[src/rtl/prog_loader_pkg.sv]
// Shared types and constants for the program loader.
package prog_loader_pkg;

    // Default program capacity in 32-bit words.
    localparam int DEF_MEM_WORDS = 1024;

    // Width of the little-endian length field that precedes the program bytes.
    localparam int LEN_W = 16;

    typedef enum logic [2:0] {
        IDLE,
        LEN_LO,
        LEN_HI,
        DATA,
        DONE,
        ERR
    } loaderState_t;

endpackage

[src/rtl/word_packer.sv]
// Packs accepted bytes little-endian into 32-bit words and flags the byte
// that completes a word.
module word_packer (
    input  logic        Clk,
    input  logic        Reset,
    input  logic        clear,
    input  logic        byteEn,
    input  logic [7:0]  inByte,
    output logic [31:0] word,
    output logic        wordDone
);

    logic [1:0]  byteCnt;
    logic [31:0] asmReg;

    // The complete word is the three stored lanes plus the byte arriving now.
    always_comb begin
        word        = asmReg;
        word[31:24] = inByte;
    end

    assign wordDone = byteEn && (byteCnt == 2'd3);

    // Byte lanes and counter only move on accepted bytes, so gaps hold the partial word.
    always_ff @(posedge Clk or negedge Reset) begin
        if (!Reset) begin
            byteCnt <= '0;
            asmReg  <= '0;
        end else if (clear) begin
            byteCnt <= '0;
            asmReg  <= '0;
        end else if (byteEn) begin
            asmReg[{byteCnt, 3'b000} +: 8] <= inByte;
            byteCnt                        <= byteCnt + 2'd1;
        end
    end

endmodule

[src/rtl/prog_loader.sv]
// Program loader: receives a 16-bit word count followed by program bytes,
// writes each assembled word to instruction memory, then releases the CPU.
//
// Byte handshake: a byte transfers on a rising Clk edge where In_Valid and
// In_Ready are both 1; In_Data is ignored otherwise. In_Ready depends only on
// the registered state, never on In_Valid.
module prog_loader
    import prog_loader_pkg::*;
#(
    parameter int ADDR_W    = 10,
    parameter int MEM_WORDS = DEF_MEM_WORDS
) (
    input  logic              Clk,
    input  logic              Reset,
    input  logic              Start,
    input  logic [7:0]        In_Data,
    input  logic              In_Valid,
    output logic              In_Ready,
    output logic              IMem_WrEn,
    output logic [ADDR_W-1:0] IMem_Addr,
    output logic [31:0]       IMem_WrData,
    output logic              CPU_Run,
    output logic              Load_Err,
    output logic [ADDR_W:0]   Word_Count
);

    loaderState_t     state, nextState;
    logic [LEN_W-1:0] lenReg;
    logic [LEN_W-1:0] lenFull;
    logic             byteTake;
    logic             startTake;
    logic             dataByte;
    logic             wordDone;
    logic             lastWord;
    logic [31:0]      packedWord;

    assign byteTake  = In_Valid && In_Ready;
    // Start only counts when no load is in progress.
    assign startTake = Start && (state == IDLE || state == DONE || state == ERR);
    assign dataByte  = byteTake && (state == DATA);
    assign lenFull   = {In_Data, lenReg[7:0]};
    assign lastWord  = (32'(Word_Count) + 32'd1) == 32'(lenReg);

    word_packer u_packer (
        .Clk      (Clk),
        .Reset    (Reset),
        .clear    (startTake),
        .byteEn   (dataByte),
        .inByte   (In_Data),
        .word     (packedWord),
        .wordDone (wordDone)
    );

    // State register.
    always_ff @(posedge Clk or negedge Reset) begin
        if (!Reset) begin
            state <= IDLE;
        end else begin
            state <= nextState;
        end
    end

    // Next-state decode.
    always_comb begin
        nextState = state;
        case (state)
            IDLE: begin
                if (Start) nextState = LEN_LO;
            end
            LEN_LO: begin
                if (byteTake) nextState = LEN_HI;
            end
            LEN_HI: begin
                if (byteTake) begin
                    if (lenFull == '0) begin
                        nextState = DONE;
                    end else if (32'(lenFull) > 32'(MEM_WORDS)) begin
                        nextState = ERR;
                    end else begin
                        nextState = DATA;
                    end
                end
            end
            DATA: begin
                if (wordDone && lastWord) nextState = DONE;
            end
            DONE, ERR: begin
                if (Start) nextState = LEN_LO;
            end
            default: nextState = IDLE;
        endcase
    end

    // Registered outputs, length capture and memory write port.
    always_ff @(posedge Clk or negedge Reset) begin
        if (!Reset) begin
            In_Ready    <= 1'b0;
            IMem_WrEn   <= 1'b0;
            IMem_Addr   <= '0;
            IMem_WrData <= '0;
            CPU_Run     <= 1'b0;
            Load_Err    <= 1'b0;
            Word_Count  <= '0;
            lenReg      <= '0;
        end else begin
            In_Ready  <= (nextState == LEN_LO) || (nextState == LEN_HI) || (nextState == DATA);
            Load_Err  <= (nextState == ERR);
            // Run lags DONE entry by one edge so it follows the final write.
            CPU_Run   <= (state == DONE) && !Start;
            IMem_WrEn <= 1'b0;

            if (byteTake && state == LEN_LO) lenReg[7:0]  <= In_Data;
            if (byteTake && state == LEN_HI) lenReg[15:8] <= In_Data;

            if (startTake) begin
                Word_Count <= '0;
            end else if (wordDone) begin
                IMem_WrEn   <= 1'b1;
                IMem_Addr   <= Word_Count[ADDR_W-1:0];
                IMem_WrData <= packedWord;
                Word_Count  <= Word_Count + (ADDR_W + 1)'(1);
            end
        end
    end

endmodule

[config.mk]
export PLATFORM = sky130hd
export DESIGN_NAME = prog_loader
export DESIGN_NICKNAME = d
export VERILOG_FILES = /design/src/rtl/prog_loader_pkg.sv /design/src/rtl/word_packer.sv /design/src/rtl/prog_loader.sv
export SDC_FILE = /design/constraint.sdc
export NUM_CORES = 1
export LEC_CHECK = 0
export CAP_MARGIN = 10
export CORE_MARGIN = 4
export CORE_UTILIZATION = 49
export DETAILED_ROUTE_END_ITERATION = 10
export PLACE_DENSITY = 0.8
export RECOVER_POWER = 100
export SLEW_MARGIN = 20
export SYNTH_ARGS = -nofsm -noshare
export SYNTH_HDL_FRONTEND = slang
export SYNTH_SLANG_ARGS = --single-unit
[constraint.sdc]
create_clock -name Clk -period 2 [get_ports Clk]
set_clock_uncertainty 0.05 [all_clocks]
set_input_delay 0.6 -clock Clk [delete_from_list [all_inputs] [get_ports Clk]]
set_output_delay 0.6 -clock Clk [all_outputs]
set_load 0.05 [all_outputs]
==> out/metrics.cfg, run 1 <==
[timing]
fin_crit_ns=2.30
finalSetupViolations=31
fin_crit_sh=1.15
fmax_mhz=434
slew_headroom=0.0993
tightest_slew_ns=1.35
finalMaxSlewViolations=0
finalHoldViolCount=0
final.setup.worst_slack_ns=-0.302
grt_setup_unrepaired=true
timing.hold.ws_ns=0.428

[global_routing]
grt_max_degree=103
grt_pass1_vias=4023
grt_pass1_wl_um=19500
antenna_found_initial=0
grt_util_all_layers=0.221
gr-total-overflow=0

[yosys]
netlist_top_cells_area=dfrtp_1 (56%), nand2_1 (14%), mux2_2 (3.5%), a22o_1 (3.1%), o21ai_0 (3.1%)
ys_types=45
synth_warnings=0
yosysTopAreaCell=dfrtp_1
ys_ff_latch=102
synth_top_area_frac=0.561
syn-num-nets=477
netlist_instances=460
synth_edf_count=0
ys.flop_type=dfrtp_1
yosysSeqAreaShare=0.561
synth.avg_cell_area_um2=9.89
synthArstFlopShare=1.00
syn-cell-area_mm2=0.00455

[worst_setup_path]
critPathKind=flop to flop
crit_buf_inv=1
crit_slowest_cell=dfrtp_4
critical_path.cell_chain=buf_4 -> nand2_1 -> nor2_2 -> a2111oi_2 -> nand4_1 -> or4_4 -> and3_4
start_kind=flop
crit_required_ns=2.21
crit_arrival_ns=2.52
crit_path_max_incr_delay_ns=0.51
end_kind=flop
reg2reg_slack_ns=-0.30
critical_path.max_fanout=6
cpLargestDelayFamily=simple AND/OR/NAND/NOR gates

[floorplanning]
die_h_um=104
ios=69
dieArea_mm2=0.0109
row_count=34
core_mm2=0.00889
chipWidth_um=104
initial_core_util=0.512

[min_path]
hold_class=flop to flop

[place]
dp.final_hpwl_um=8130
postPlaceCellArea_mm2=0.00586
place_congestion=0.856
io_buffers=68
preCtsSetupSlack_ns=-0.643

[routing]
num_vias=3883
drtPass1Iterations=5
wirelength_um=12100
antenna_left=0
drtIter0Drc=325
vias_per_cell=5.53
wire_per_inst_um=17.2
drcViolationCount=0

[run_status]
failed_checks=negative setup slack
outcome=finished, violations left

[finish]
final_cell_area_mm2=0.00597
drive_above_1_share=0.325
area_growth_pct=31.2
register_area_mm2=0.00257
fin_util=0.672
fill_cells=718
nets=607
n_antenna_cell=0
multiInputGateArea_mm2=0.00197

[clock_tree]
cts_buffers=9
clk_path_buf_depth=2
clk_latency_ns=0.37
ctsRootBufferMaster=clkbuf_8
tritoncts=yes
clock_sinks=102
htree_num_levels=3
clk_pin_slew_ns=0.10

[pwr]
ir_drop_mv=1.02
pwr_density_cell_mw_per_mm2=1300
power_mw=7.78
leakage_nw=3.01

[flow_run]
max-cap-violations=0

cells in the mapped netlist (2+ instances only):
library cell and count:
clkbuf_1 13, dfrtp_1 102, buf_2 7, inv_1 5, nor4b_2 2, or3b_2 2
o21ai_0 28, nor4_1 4, nand2_1 165, nor2_1 14, a211oi_1 3, nor3_1 7
a31o_2 2, and2_1 2, ha_1 5, xor2_1 8, o31ai_1 2, a31oi_1 5
a21oi_1 7, nand3_1 10, nand4_1 4, mux2_2 14, mux2i_1 2, nor4b_4 2
xnor2_1 8, and3_1 3, a22o_1 16
sequential cells by signal (all words and copies together) (netlist names):
| signal | flops |
|---|---|
| IMem_WrData | 32 |
| u_packer.asmReg | 24 |
| lenReg | 16 |
| Word_Count | 11 |
| IMem_Addr | 10 |
| state | 3 |
| u_packer.byteCnt | 2 |
| CPU_Run | 1 |
| IMem_WrEn | 1 |
| In_Ready | 1 |
| Load_Err | 1 |
per-stage QoR:
stage / instances / setup TNS (ns)
5_1_grt: 702 / -9.56
6_report: 702 / -4.23
2_1_floorplan: 460 / -0.444
4_1_cts: 700 / -0.842
3_3_place_gp: 681 / -38.03
3_5_place_dp: 681 / -39.80
cell type report:
class / count / share of cell area
repair buffers: 141 / 0.185
flip-flops and latches: 102 / 0.430
multi-input cells: 331 / 0.330
clock inverters: 6 / 0.00901
well taps: 108 / 0.0226
clock buffers: 9 / 0.0207
inverters: 5 / 0.00314
kinds of logic (layout without fill, tap and decap cells):
| family | after synthesis | in the layout | share of synthesized area |
|---|---|---|---|
| AO/OA/AOI/OAI | 69 | 69 | 0.101 |
| buffers and inverters | 27 | 161 | 0.0267 |
| flip-flops | 102 | 102 | 0.561 |
| multiplexers | 16 | 16 | 0.0391 |
| XOR/XNOR | 16 | 16 | 0.0308 |
| adder cells (fa/ha/maj) | 5 | 5 | 0.0138 |
| AND/OR/NAND/NOR | 225 | 225 | 0.227 |
report_power, final:
part | switching [mW] | total, mW | internal (mW) | leakage, nW
Sequential | 0.409 | 3.04 | 2.63 | 1.35
Clock | 0.762 | 1.23 | 0.469 | 0.0882
Combinational | 2.34 | 3.51 | 1.17 | 1.57
Total | 3.51 | 7.78 | 4.27 | 3.01
per-layer routing:
metal | wire length (um) | vias to the layer above | GRT usage
li1 | - | 1821 | -
met1 | 5210 | 1880 | 0.285
met2 | 5990 | 158 | 0.365
met3 | 691 | 24 | 0.0459
met4 | 210 | 0 | 0.0883
met5 | 0 | - | 0
worst register-to-register path: stages, from the launching register on:
cell       delay (ns)
dfrtp_4          0.51
buf_4            0.17
nand2_1          0.12
nor2_2           0.09
a2111oi_2        0.41
nand4_1          0.19
or4_4            0.49
and3_4           0.18
final timing paths:
| check | startpoint | to | cells after the start |
|---|---|---|---|
| worst min register to register | IMem_WrData[0] | IMem_WrData[0] | 2 |
| max in group asynchronous | Reset | Word_Count[0] | 2 |
| worst min-delay path | IMem_WrData[0] | IMem_WrData[0] | 2 |
| min in group asynchronous | Reset | CPU_Run | 2 |
| worst max register to register | Word_Count[0] | In_Ready | 7 |
| worst max-delay path | Word_Count[0] | In_Ready | 7 |
placed cells by master, fill, tap and decap left out, types with 9 or more instances in the layout:
cell type / count
nand2_1: 162
a22o_1: 16
nor2_1: 12
clkbuf_2: 48
buf_12: 13
buf_4: 57
o21ai_0: 27
clkbuf_8: 9
mux2_2: 14
nand3_1: 10
dfrtp_1: 93
repair_timing:
item | CTS | global route
endpoints found under the setup margin | 58 | 51
pin swaps | 8 | 5
hold buffers | 0 | 0
gates resized for setup | 16 | 9
buffers inserted | 4 | 3
Power figures use the tool's default switching activity.
==> run 2: changes to the inputs <==
- SKIP_LAST_GASP: not set -> 1
==> results of run 2 <==
No change in the layout: final DEF, timing and power equal those of run 1.
